File: src/rtl/ws2812_frame_buffer.sv
// ws2812_frame_buffer
//   Double-buffered pixel store for a ws2812 strip driver. The driver fetches
//   pixels from the front bank through address_i and gets registered RGB one
//   cycle later. The host writes 24-bit RGB words into the back bank. A swap
//   request exchanges the banks only at a frame boundary, so a half-updated
//   frame is never shown.
//
// Ports
//   clk_i          single clock, shared with the strip driver
//   rst_i          asynchronous, active-high reset
//   address_i      pixel fetch address from the driver
//   r_o/g_o/b_o    registered pixel data for the driver (0 when out of range)
//   wr_addr_i      host pixel index
//   wr_data_i      host pixel {R, G, B}
//   wr_en_i        host write strobe, one word per cycle
//   swap_req_i     single-cycle request to present the back bank
//   swap_pending_o high while a swap waits for the frame boundary
//   front_bank_o   bank currently read by the driver
//   frame_done_o   one-cycle pulse after every frame-end event
module ws2812_frame_buffer #(
    parameter int LED_COUNT = 8
) (
    input  logic        clk_i,
    input  logic        rst_i,
    input  logic [8:0]  address_i,
    output logic [7:0]  r_o,
    output logic [7:0]  g_o,
    output logic [7:0]  b_o,
    input  logic [8:0]  wr_addr_i,
    input  logic [23:0] wr_data_i,
    input  logic        wr_en_i,
    input  logic        swap_req_i,
    output logic        swap_pending_o,
    output logic        front_bank_o,
    output logic        frame_done_o
);

    localparam int         AW        = (LED_COUNT > 1) ? $clog2(LED_COUNT) : 1;
    localparam logic [9:0] COUNT     = 10'(LED_COUNT);
    localparam logic [8:0] LAST_ADDR = 9'(LED_COUNT - 1);

    typedef enum logic {
        IDLE,
        PENDING
    } state_t;

    state_t state, next_state;

    logic [23:0]   mem [2][LED_COUNT];
    logic [8:0]    addr_q;
    logic          rd_in_range;
    logic          wr_in_range;
    logic [AW-1:0] rd_idx;
    logic [AW-1:0] wr_idx;
    logic          frame_end;
    logic          do_swap;

    assign rd_in_range = ({1'b0, address_i} < COUNT);
    assign wr_in_range = ({1'b0, wr_addr_i} < COUNT);
    assign rd_idx      = address_i[AW-1:0];
    assign wr_idx      = wr_addr_i[AW-1:0];

    // The driver has just left its last pixel: this is the only point where
    // the front bank may change without tearing the frame on the strip.
    assign frame_end = (addr_q == LAST_ADDR) && (address_i != LAST_ADDR);

    // Host writes always target the bank the driver is not reading. The bank
    // select is the registered front_bank_o, i.e. the value before any swap
    // taking effect on this same edge.
    // NOTE: the pixel RAM has no reset so it can map onto block RAM; its
    // contents deliberately survive rst_i.
    always_ff @(posedge clk_i) begin
        if (wr_en_i && wr_in_range) begin
            mem[~front_bank_o][wr_idx] <= wr_data_i;
        end
    end

    // NOTE: every register here is assigned with <= so all of them sample
    // the pre-edge values; the read below therefore still sees the old
    // front bank on the same edge that front_bank_o toggles.
    always_ff @(posedge clk_i or posedge rst_i) begin
        if (rst_i) begin
            {r_o, g_o, b_o} <= 24'd0;
            addr_q          <= 9'd0;
            state           <= IDLE;
            front_bank_o    <= 1'b0;
            frame_done_o    <= 1'b0;
        end else begin
            if (rd_in_range) begin
                {r_o, g_o, b_o} <= mem[front_bank_o][rd_idx];
            end else begin
                {r_o, g_o, b_o} <= 24'd0;
            end
            addr_q       <= address_i;
            state        <= next_state;
            frame_done_o <= frame_end;
            if (do_swap) begin
                front_bank_o <= ~front_bank_o;
            end
        end
    end

    // A request that coincides with a frame end swaps at once and never
    // enters PENDING; requests while PENDING are not queued.
    // NOTE: outputs of this block get defaults first so no path leaves them
    // unassigned, which would infer latches.
    always_comb begin
        next_state = state;
        do_swap    = 1'b0;
        unique case (state)
            IDLE: begin
                if (swap_req_i) begin
                    if (frame_end) begin
                        do_swap = 1'b1;
                    end else begin
                        next_state = PENDING;
                    end
                end
            end
            PENDING: begin
                if (frame_end) begin
                    do_swap    = 1'b1;
                    next_state = IDLE;
                end
            end
            default: next_state = IDLE;
        endcase
    end

    assign swap_pending_o = (state == PENDING);

endmodule

File: config.mk
export PLATFORM = sky130hd
export DESIGN_NAME = ws2812_frame_buffer
export DESIGN_NICKNAME = d
export VERILOG_FILES = /design/src/rtl/ws2812_frame_buffer.sv
export SDC_FILE = /design/constraint.sdc
export NUM_CORES = 1
export LEC_CHECK = 0
export ABC_AREA = 1
export BUFFER_PORTS_ARGS = -buffer_cell sky130_fd_sc_hd__buf_4
export CAP_MARGIN = 20
export CELL_PAD_IN_SITES_DETAIL_PLACEMENT = 0
export CELL_PAD_IN_SITES_GLOBAL_PLACEMENT = 1
export CORE_MARGIN = 4
export CORE_UTILIZATION = 49
export DETAILED_ROUTE_END_ITERATION = 8
export MAX_ROUTING_LAYER = met4
export PLACE_DENSITY_LB_ADDON = 0.1
export SYNTH_ARGS = -nofsm -noshare
export SYNTH_HDL_FRONTEND = slang
export SYNTH_SLANG_ARGS = --single-unit
File: constraint.sdc
create_clock -name clk_i -period 2.9 [get_ports clk_i]
set_input_delay 0.29 -clock clk_i [delete_from_list [all_inputs] [get_ports clk_i]]
set_output_delay 0.29 -clock clk_i [all_outputs]
set_load 0.02 [all_outputs]
==> qor.txt, run 1 <==
===============================================================================
Flops & latches, synth                                                      420
Aggregate routed wire length                                           45000 um
Clk sink count                                                              420
Insertion delay to the later sink of the worst-skew pair                 560 ps
Post-layout nets                                                           1844
Result of the run                                                     completed
Highest-count cells in the layout ignoring fill and taps           sky130_fd_sc_hd__nand2_1 (656), sky130_fd_sc_hd__edfxtp_1 (384), sky130_fd_sc_hd__inv_1 (274), sky130_fd_sc_hd__nand3_1 (194), sky130_fd_sc_hd__buf_4 (119)
Unique masters post-synth                                                    17
Post-CTS Hold Fix Bufs                                                       10
Clk buf depth                                                                 3
Proportion of synthesized chip area in sequential cells                   70.7%
Clock Pin Slew Worst Setup and Hold Paths                                 60 ps
Antenna Diode Count                                                           0
Critical Path Source Type                                          primary input
First-pass GRT wire length                                             67900 um
Fill cells                                                                 2988
Critical-path cell list                                            dlygate4sd3_1, buf_4, nor2_2, buf_4, nand2_1, nand2_1, inv_1, a21oi_1
Via count of the first global-routing pass                                11000
Cell types occupying the most area after synthesis                 sky130_fd_sc_hd__edfxtp_1 (66%), sky130_fd_sc_hd__nand2_1 (14%), sky130_fd_sc_hd__inv_1 (5.9%)
Biggest fanout along the worst timing path                                   16
P per Cell Area                                                     635 nW/um^2
H-Tree Depth                                                                  2
Fin. Hold Viols                                                               0
Slowest cell on the critical path                                  sky130_fd_sc_hd__nor2_2
Netlist Area Pre-Place                                               17600 um^2
Actual slew at the worst max-slew pin                                    851 ps
Combined buffer and inverter count along the critical path                    4
Highest attainable clock frequency                                    0.475 GHz
Number of gates given a new drive strength after cts                          0
Static power due to leakage                                             8.94 nW
Largest net degree at the start of global routing                            98
Number of endpoints failing setup at the final stage                          0
Cell family contributing the most delay on the critical path       buffers and inverters
Proportion of layout cells with a drive suffix above 1                    11.4%
Antenna violations before repair                                              0
Gate count of the mapped netlist                                           1692
Total routing usage reported by global routing                            23.9%
Floorplan die area                                                   39000 um^2
Sum of net half-perimeters after detailed placement                    25500 um
CP endpoint kind                                                           flop
DRC violations left                                                           0
Synthesized net count                                                      1738
Num rows                                                                     69
Height of the chip                                                       197 um
Mean post-synth cell area                                             10.4 um^2
Relative area change from synthesis to final layout                       16.7%
Area leader, netlist                                               sky130_fd_sc_hd__edfxtp_1
Final critical delay including setup and external delays                2100 ps
Post-Route Setup TNS                                                       0 ps
Setup repair after global routing missed its margin                          no
Die outline width                                                        197 um
Mean routed wirelength per cell                                         19.6 um
Cts bufs inserted                                                            45
Post-CTS setup buffers                                                        0
Total congestion overflow after global routing                                0
Worst vdd ir                                                           0.641 mV
Worst slew margin                                                         43.2%
Clock root buffer                                                  sky130_fd_sc_hd__clkbuf_16
Buffers added on ports                                                       72
TritonCTS clock tree                                                        yes
Final cycle utilization of the critical path                              72.6%
Area share of the largest cell type after synthesis                       65.5%
Final core occ                                                            57.9%
IO Count                                                                     73
Path type of the worst setup path                                        in2reg
Arrival time of the worst setup path                                    2580 ps
Path type of the worst min-delay path                                    in2reg
Most common cell after layout, fill and taps aside                 sky130_fd_sc_hd__nand2_1
Detailed-routing iteration count for the pre-antenna-repair pass              5
Number of pins with negative max-slew slack in the final report               0
Antenna-violating nets left                                                   0
Placer's final routability congestion estimate                            0.786
Total number of vias                                                      11500
Syn. warnings                                                                 0
Core outline area                                                    35500 um^2
CP max stage delay                                                       690 ps
Starting density of the core                                              49.6%
Vias per Instance                                                          5.03
Worst endpoint required time                                            3370 ps
Max Cap Violations                                                            0
Clock Skews                                                             10.9 ps
DRT iter0 DRCs                                                              846
===============================================================================
## Yosys cell counts
cell                       count
sky130_fd_sc_hd__nor2b_1       1
sky130_fd_sc_hd__edfxtp_1    384
sky130_fd_sc_hd__nand4_1       9
sky130_fd_sc_hd__dfrtp_1      36
sky130_fd_sc_hd__inv_1       275
sky130_fd_sc_hd__buf_4         2
sky130_fd_sc_hd__clkbuf_1     11
sky130_fd_sc_hd__nor3_1        1
sky130_fd_sc_hd__and2_1        1
sky130_fd_sc_hd__buf_1         6
sky130_fd_sc_hd__nand3_1     194
sky130_fd_sc_hd__inv_2         3
sky130_fd_sc_hd__nand2_1     656
sky130_fd_sc_hd__or2_2         1
sky130_fd_sc_hd__nor2_1       29
sky130_fd_sc_hd__buf_2        59
sky130_fd_sc_hd__a21oi_1      24
## routing by layer
metal / global-route usage, % / part of all wire (%) / vias to the layer above
li1: - / - / 5626
met1: 34.4 / 46 / 5536
met2: 36.2 / 46 / 329
met3: 3.60 / 5.8 / 58
met4: 6.45 / 2.2 / 0
met5: - / 0 / -
## kinds of logic after synthesis
| group | count (synthesis) | share of synthesized area (%) |
|---|---|---|
| buffers and inverters | 356 | 8.06 |
| AOI/OAI and AO/OA | 24 | 0.683 |
| and+or+nand+nor | 892 | 20.6 |
| DFF | 420 | 70.7 |
## registers in the layout (all words and copies together), names as in the netlist
name            flops
g_o                 8
r_o                 8
frame_done_o        1
addr_q              9
swap_pending_o      1
front_bank_o        1
b_o                 8
mem               384
## final timing paths
path	from	endpoint	slack [ps]	cells past startpoint
max	address_i[1]	g_o[6]$_DFF_PP0_	800	8
max in group asynchronous	rst_i	front_bank_o$_DFFE_PP0P_	1800	4
max reg2reg	front_bank_o$_DFFE_PP0P_	mem[0][73]$_DFFE_PP_	800	4
min in group asynchronous	rst_i	g_o[4]$_DFF_PP0_	270	3
min	wr_data_i[22]	mem[1][70]$_DFFE_PP_	40	1
min reg2reg	swap_pending_o$_DFF_PP0_	swap_pending_o$_DFF_PP0_	530	2
## power by group
part	total [mW]	internal, mW	switching (mW)	leakage (nW)
registers	6.63	6.62	0.0156	3.92
logic	0.786	0.238	0.548	4.31
clock network	5.63	3.35	2.28	0.711
## worst reg2reg max path, stage by stage, from the launching register on
cell	delay [ps]
sky130_fd_sc_hd__dfrtp_4	660
sky130_fd_sc_hd__inv_6	250
sky130_fd_sc_hd__buf_12	270
sky130_fd_sc_hd__nor2_4	120
sky130_fd_sc_hd__buf_4	420
## area by class of cell
cell class,instances,area [um^2],area share (%)
clock buffers,64,1290,6.28
clock inverters,20,164,0.798
inverters,278,1050,5.11
multi-input cells,916,3860,18.8
flip-flops and latches,420,12400,60.6
well taps,461,577,2.81
repair buffers,137,1150,5.62
## stage by stage
stage                     worst slack, ps  cells  power, mW  cell area (um^2)  hold slack [ps]
after global placement                756   2202       7.54             19000              270
after floorplan                       572   1692       7.21             17600              321
final                                 796   2296       13.0             20500             38.0
after CTS                             808   2296       13.2             20500             8.64
after global routing                  721   2296       13.5             20500             34.1
after detailed placement              757   2202       7.54             19000              276
No activity file was read; power rests on OpenSTA's default activity.
==> run 2: changes to the inputs <==
--- a/config.mk
+++ b/config.mk
@@ -11,7 +11,7 @@
 export CELL_PAD_IN_SITES_DETAIL_PLACEMENT = 0
 export CELL_PAD_IN_SITES_GLOBAL_PLACEMENT = 1
 export CORE_MARGIN = 4
-export CORE_UTILIZATION = 49
+export CORE_UTILIZATION = 44
 export DETAILED_ROUTE_END_ITERATION = 8
 export MAX_ROUTING_LAYER = met4
 export PLACE_DENSITY_LB_ADDON = 0.1
==> constraint.sdc (replaced) <==
create_clock -name clk_i -period 1.8 [get_ports clk_i]
set_input_delay 0.18 -clock clk_i [delete_from_list [all_inputs] [get_ports clk_i]]
set_output_delay 0.18 -clock clk_i [all_outputs]
set_load 0.02 [all_outputs]
==> qor.txt, run 2 (synthesis results as in run 1) <==
===============================================================================
Sum of net half-perimeters after detailed placement                    27800 um   +9.3%
Num rows                                                                     72   +4.3%
Clock Skews                                                             9.07 ps   -1.86 ps
Static power due to leakage                                             9.24 nW   +3.4%
Clock root buffer                                                  sky130_fd_sc_hd__clkbuf_16
Worst endpoint required time                                            1620 ps   -1750 ps
DRC violations left                                                           0   unchanged
Vias per Instance                                                          4.86   -3.3%
P per Cell Area                                                     983 nW/um^2   +55%
R2r worst-path depth                                                          5   +1
Proportion of layout cells with a drive suffix above 1                    12.2%   +0.83 points
Path type of the worst setup path                                       reg2out
Relative area change from synthesis to final layout                       21.7%
Instance count after placement with tap cells included                     2274   +3.3%
Starting density of the core                                              45.0%   -4.6 points
Most common cell after layout, fill and taps aside                 sky130_fd_sc_hd__nand2_1
IO Count                                                                     73   unchanged
Insertion delay to the later sink of the worst-skew pair                 560 ps   about the same
Share of power burned in registers                                        50.8%   about the same
Core outline area                                                    39100 um^2   +10%
Antenna-violating nets left                                                   0   unchanged
H-Tree Depth                                                                  2   unchanged
CP endpoint kind                                                     output pin
DRT iter0 DRCs                                                              870   +2.8%
Mean routed wirelength per cell                                         19.2 um   -2.2%
Critical-path cell list                                            buf_16, buf_4
Switching power share of the total                                        22.2%   +0.47 points
Cell-internal power                                                     16.4 mW   +60%
Placer's final routability congestion estimate                            0.773   -1.7%
Worst vdd ir                                                           0.624 mV   -2.6%
Total routing usage reported by global routing                            21.6%   -2.3 points
Critical Path Source Type                                                  flop
Top register by number of flip-flops                                        mem
Endpoint of the worst-slack reg-to-reg timing path                 mem[0][161]$_DFFE_PP_
Number of endpoints failing setup at the final stage                          0   unchanged
Critical R2R Launch                                                front_bank_o$_DFFE_PP0P_
Final Non-Filler Cells                                                     2392   +4.2%
Height of the chip                                                       208 um   +5.3%
Highest attainable clock frequency                                    0.589 GHz
Die outline width                                                        208 um   +5.3%
Max Cap Violations                                                            0   unchanged
Total congestion overflow after global routing                                0   unchanged
Clock Pin Slew Worst Setup and Hold Paths                                 60 ps   about the same
Buffers added on ports                                                       72   unchanged
Aggregate routed wire length                                           45900 um   +1.9%
Net load switching power                                                4.68 mW   +65%
Detailed-routing iteration count for the pre-antenna-repair pass              5   unchanged
Setup repair after global routing missed its margin                          no
Final cycle utilization of the critical path                              94.3%
Registers with the most flip-flops                                 mem x384, addr_q x9
Fin. Hold Viols                                                               0   unchanged
Antenna Diode Count                                                           0   unchanged
Logic pwr share                                                            6.9%   +0.9 points
Largest net degree at the start of global routing                            54   -45%
Post-layout nets                                                           1885   +2.2%
Hold Path Stages                                                              1   unchanged
Worst R2R Setup Slack                                                    100 ps   -690 ps
Cts bufs inserted                                                            46   +2.2%
Actual slew at the worst max-slew pin                                    640 ps   -211 ps
TritonCTS clock tree                                                        yes
Relative contribution of the clock network to total power                 42.3%   -0.8 points
Path type of the worst min-delay path                                    in2reg
Clk buf depth                                                                 3   unchanged
Highest-count cells in the layout ignoring fill and taps           sky130_fd_sc_hd__nand2_1 (656), sky130_fd_sc_hd__edfxtp_1 (384), sky130_fd_sc_hd__inv_1 (274), sky130_fd_sc_hd__nand3_1 (194), sky130_fd_sc_hd__buf_4 (98)
Number of pins with negative max-slew slack in the final report               0   unchanged
Clk sink count                                                              420   unchanged
Slowest cell on the critical path                                  sky130_fd_sc_hd__dfrtp_4
End point of the most critical hold path                           mem[1][169]$_DFFE_PP_
CP max stage delay                                                       560 ps   -130 ps
Pre-CTS worst setup slack                                               97.4 ps   -660 ps
Via count of the first global-routing pass                                11700   +5.9%
Floorplan die area                                                   43200 um^2   +11%
First-pass GRT wire length                                             70200 um   +3.4%
Antenna violations before repair                                              0   unchanged
Result of the run                                                     completed
Arrival time of the worst setup path                                    1520 ps   -1060 ps
Worst slew margin                                                         57.3%   +14 points
Max FFs per register                                                        384   unchanged
Biggest fanout along the worst timing path                                   26   +10
Hold wc startpoint                                                 wr_data_i[1]
Setup slack of the critical path after layout                            103 ps   -692 ps
Final critical delay including setup and external delays                1700 ps
Total number of vias                                                      11600   +0.70%
===============================================================================
[run 2: cell count changes in the layout (fill, tap and decap cells not counted), sizes merged]
cell	before	now
clkinv	18	19
clkinvlp	0	1
dlygate4sd3	10	34
bufinv	3	1
buf	127	142
[run 2: how the worst max path moves through the flow]
stage,start,to,slack [ps],depth (start not counted)
6_report,front_bank_o$_DFFE_PP0P_,front_bank_o,100,2
5_1_grt,front_bank_o$_DFFE_PP0P_,r_o[3]$_DFF_PP0_,4,8
4_1_cts,front_bank_o$_DFFE_PP0P_,front_bank_o,7,2
3_5_place_dp,front_bank_o$_DFFE_PP0P_,mem[0][126]$_DFFE_PP_,100,5
3_3_place_gp,front_bank_o$_DFFE_PP0P_,mem[0][135]$_DFFE_PP_,140,5
2_1_floorplan,front_bank_o$_DFFE_PP0P_,mem[0][144]$_DFFE_PP_,-160,4
[run 2: power by group through the flow]
stage,clock (mW),combinational [mW],sequential [mW]
finish,8.90,1.46,10.7
global placement,0,1.40,10.9
global route,9.52,1.63,10.7
detailed placement,0,1.40,10.9
floorplan,0,0.738,10.9
CTS,9.11,1.46,10.7
[run 2: per-layer routing]
metal | track usage [%] | part of all wire (%) | vias to the layer above
li1 | - | - | 5688
met1 | 30.7 | 46 | 5551
met2 | 33.5 | 46 | 324
met3 | 2.92 | 5.4 | 67
met4 | 5.55 | 2.1 | 0
met5 | - | 0 | -
[run 2: stage by stage]
step	power, mW	setup TNS, ps	hold WS [ps]	cell area (um^2)	utilization, %
2_1_floorplan	11.6	-48570	211	17600	-
3_3_place_gp	12.3	0	301	19600	50.2
3_5_place_dp	12.3	0	300	19600	50.2
4_1_cts	21.3	0	2.14	21400	54.7
5_1_grt	21.8	0	9.24	21400	54.8
6_report	21.0	0	29.1	21400	54.8
[run 2: area by class of cell]
cell class | instances | area [um^2]
tap | 518 | 648
fill | 3346 | 17700
inverter | 278 | 1050
sequential | 420 | 12400
clock buffer | 63 | 1310
timing repair buffer | 177 | 1980
multi-input combinational | 916 | 3860
clock inverter | 20 | 116
[run 2: what timing repair did]
action,4_1_cts,5_1_grt
setup buffers,0,1
gates cloned,0,1
resized for setup,1,2
hold buffers,34,0
endpoints found under the hold margin,414,0
setup endpoints to repair,1,7
pin swaps,0,0
[run 2: critical path, delay by kind of cell (launching register included)]
kind	cells	cell delay, ps
DFF	1	560
buffers and inverters	2	380
==> run 3: changes to the inputs <==
--- a/config.mk
+++ b/config.mk
@@ -10,6 +10,7 @@
 export CAP_MARGIN = 20
 export CELL_PAD_IN_SITES_DETAIL_PLACEMENT = 0
 export CELL_PAD_IN_SITES_GLOBAL_PLACEMENT = 1
+export CORE_ASPECT_RATIO = 2
 export CORE_MARGIN = 4
 export CORE_UTILIZATION = 44
 export DETAILED_ROUTE_END_ITERATION = 8
==> qor.txt, run 3 (synthesis results as in run 1) <==
===============================================================================
Antenna violations before repair                                              1   +1
Insertion delay to the later sink of the worst-skew pair                 540 ps   -20 ps
Worst endpoint required time                                            2290 ps   +670 ps
Fin. Hold Viols                                                               0   unchanged
Actual slew at the worst max-slew pin                                    700 ps   +59.9 ps
Final critical delay including setup and external delays                1710 ps   +11.7 ps
Total congestion overflow after global routing                                0   unchanged
Number of endpoints failing setup at the final stage                          0   unchanged
Num rows                                                                    103   +43%
Highest attainable clock frequency                                    0.585 GHz   -0.68%
Highest-count cells in the layout ignoring fill and taps           sky130_fd_sc_hd__nand2_1 (656), sky130_fd_sc_hd__edfxtp_1 (384), sky130_fd_sc_hd__inv_1 (274), sky130_fd_sc_hd__nand3_1 (194), sky130_fd_sc_hd__buf_4 (112)
Top register by number of flip-flops                                        mem
Worst vdd ir                                                           0.792 mV   +27%
Max FFs per register                                                        384   unchanged
Largest net degree at the start of global routing                            48   -11%
Number of gates given a new drive strength after cts                          0   -1
Buffers added on ports                                                       72   unchanged
Number of pins with negative max-slew slack in the final report               0   unchanged
DRC violations left                                                           0   unchanged
Placer's final routability congestion estimate                            0.799   +3.4%
Path type of the worst min-delay path                                    in2reg
DRT iter0 DRCs                                                              685   -21%
Relative area change from synthesis to final layout                       20.6%
First-pass GRT wire length                                             71600 um   +1.9%
Arrival time of the worst setup path                                    2190 ps   +670 ps
Aggregate routed wire length                                           47300 um   +3.2%
Via count of the first global-routing pass                                12100   +3.4%
Total number of vias                                                      11800   +1.2%
IO Count                                                                     73   unchanged
Most common cell after layout, fill and taps aside                 sky130_fd_sc_hd__nand2_1
Setup repair after global routing missed its margin                          no
Antenna-violating nets left                                                   0   unchanged
Core outline area                                                    39600 um^2   +1.2%
Biggest fanout along the worst timing path                                   36   +38%
Critical Path Source Type                                                  flop
Vias per Instance                                                          4.91   +1.1%
Final cycle utilization of the critical path                              94.9%   +0.65 points
Post-Route Setup TNS                                                       0 ps   unchanged
H-Tree Depth                                                                  2   unchanged
Sum of net half-perimeters after detailed placement                    29300 um   +5.1%
CP endpoint kind                                                           flop
Clock Skews                                                             10.1 ps   +0.988 ps
Starting density of the core                                              44.5%   -0.53 points
Registers with the most flip-flops                                 mem x384, addr_q x9
Detailed-routing iteration count for the pre-antenna-repair pass              5   unchanged
Clock root buffer                                                  sky130_fd_sc_hd__clkbuf_16
Die outline width                                                        149 um   -28%
Final instance area                                                  21200 um^2   -0.89%
P per Cell Area                                                     959 nW/um^2   -2.4%
Static power due to leakage                                             9.17 nW   -0.81%
Path type of the worst setup path                                       reg2reg
Worst slew margin                                                         53.3%   -4.1 points
Clock Pin Slew Worst Setup and Hold Paths                                 70 ps   about the same
Height of the chip                                                       291 um   +40%
Floorplan die area                                                   43400 um^2   +0.45%
Mean routed wirelength per cell                                         19.8 um   +3.1%
Result of the run                                                     completed
Max Cap Violations                                                            0   unchanged
Post-DP Area                                                         19600 um^2   about the same
Clk buf depth                                                                 3   unchanged
Clk sink count                                                              420   unchanged
TritonCTS clock tree                                                        yes
Total routing usage reported by global routing                            22.7%   +1.1 points
Cts bufs inserted                                                            38   -17%
Proportion of layout cells with a drive suffix above 1                    12.4%   +0.15 points
Post-layout nets                                                           1884   -0.053%
===============================================================================
## run 3: cell types whose count changed in the layout (fill, tap and decap cells not counted), sizes merged, moves of 2 or more
cell	delta
clkbuf	-15
buf	+9
inv	+3
clkinv	-3
bufinv	+2
## run 3: worst paths after layout
check / from / end / slack [ps] / cells after the start
max: front_bank_o$_DFFE_PP0P_ / r_o[7]$_DFF_PP0_ / 90 / 9
min: address_i[1] / addr_q[1]$_DFF_PP0_ / 130 / 2
max reg2reg: front_bank_o$_DFFE_PP0P_ / r_o[7]$_DFF_PP0_ / 90 / 9
min reg2reg: swap_pending_o$_DFF_PP0_ / swap_pending_o$_DFF_PP0_ / 550 / 2
max in group asynchronous: rst_i / r_o[1]$_DFF_PP0_ / 810 / 4
min in group asynchronous: rst_i / addr_q[2]$_DFF_PP0_ / 330 / 3
## run 3: what timing repair did
item                      in CTS  in global routing
setup buffers                  0                  0
hold endpoints to repair     410                  0
hold buffers                  33                  0
## run 3: cell type report
type	instances	area, um^2
clock buffer	49	1070
antenna	1	2.50
inverter	278	1050
tap	525	657
timing repair buffer	184	1950
sequential	420	12400
clock inverter	21	188
multi-input combinational	916	3860
fill	3552	18300
## run 3: metal layers
| layer | share of wire [%] | vias to the layer above | routed length [um] | global-route usage, % |
|---|---|---|---|---|
| met2 | 55 | 219 | 25900 | 41.6 |
| met5 | 0 | - | 0 | - |
| met3 | 3.1 | 83 | 1460 | 2.43 |
| met1 | 39 | 5772 | 18500 | 25.9 |
| li1 | - | 5690 | - | - |
| met4 | 3.1 | 0 | 1470 | 6.86 |
## run 3: metrics by stage
stage          utilization, %  worst slack, ps  hold slack, ps  total power, mW  cells
3_5_place_dp             49.6            -49.0             299             12.3   2290
5_1_grt                  53.6             1.26             127             21.0   2394
6_report                 53.6             91.4             133             20.3   2394
2_1_floorplan               -             -157             211             11.6   1692
4_1_cts                  53.6             96.9             115             20.5   2393
3_3_place_gp             49.6            -68.8             297             12.3   2290
## run 3: power by group
group,internal (mW),switching [mW],leakage [nW],total (mW)
sequential,10.7,0.0102,3.92,10.7
combinational,0.492,0.954,4.62,1.45
clock,4.65,3.58,0.622,8.23
## run 3: worst max-delay path: stages, from the launching register on
cell and delay [ps]:
sky130_fd_sc_hd__dfrtp_4 480, sky130_fd_sc_hd__buf_12 240, sky130_fd_sc_hd__buf_12 240, sky130_fd_sc_hd__nand2_1 80
sky130_fd_sc_hd__nand2_1 70, sky130_fd_sc_hd__nand2_1 40, sky130_fd_sc_hd__nand3_1 110, sky130_fd_sc_hd__nand3_1 90
sky130_fd_sc_hd__a21oi_1 150, sky130_fd_sc_hd__buf_4 120
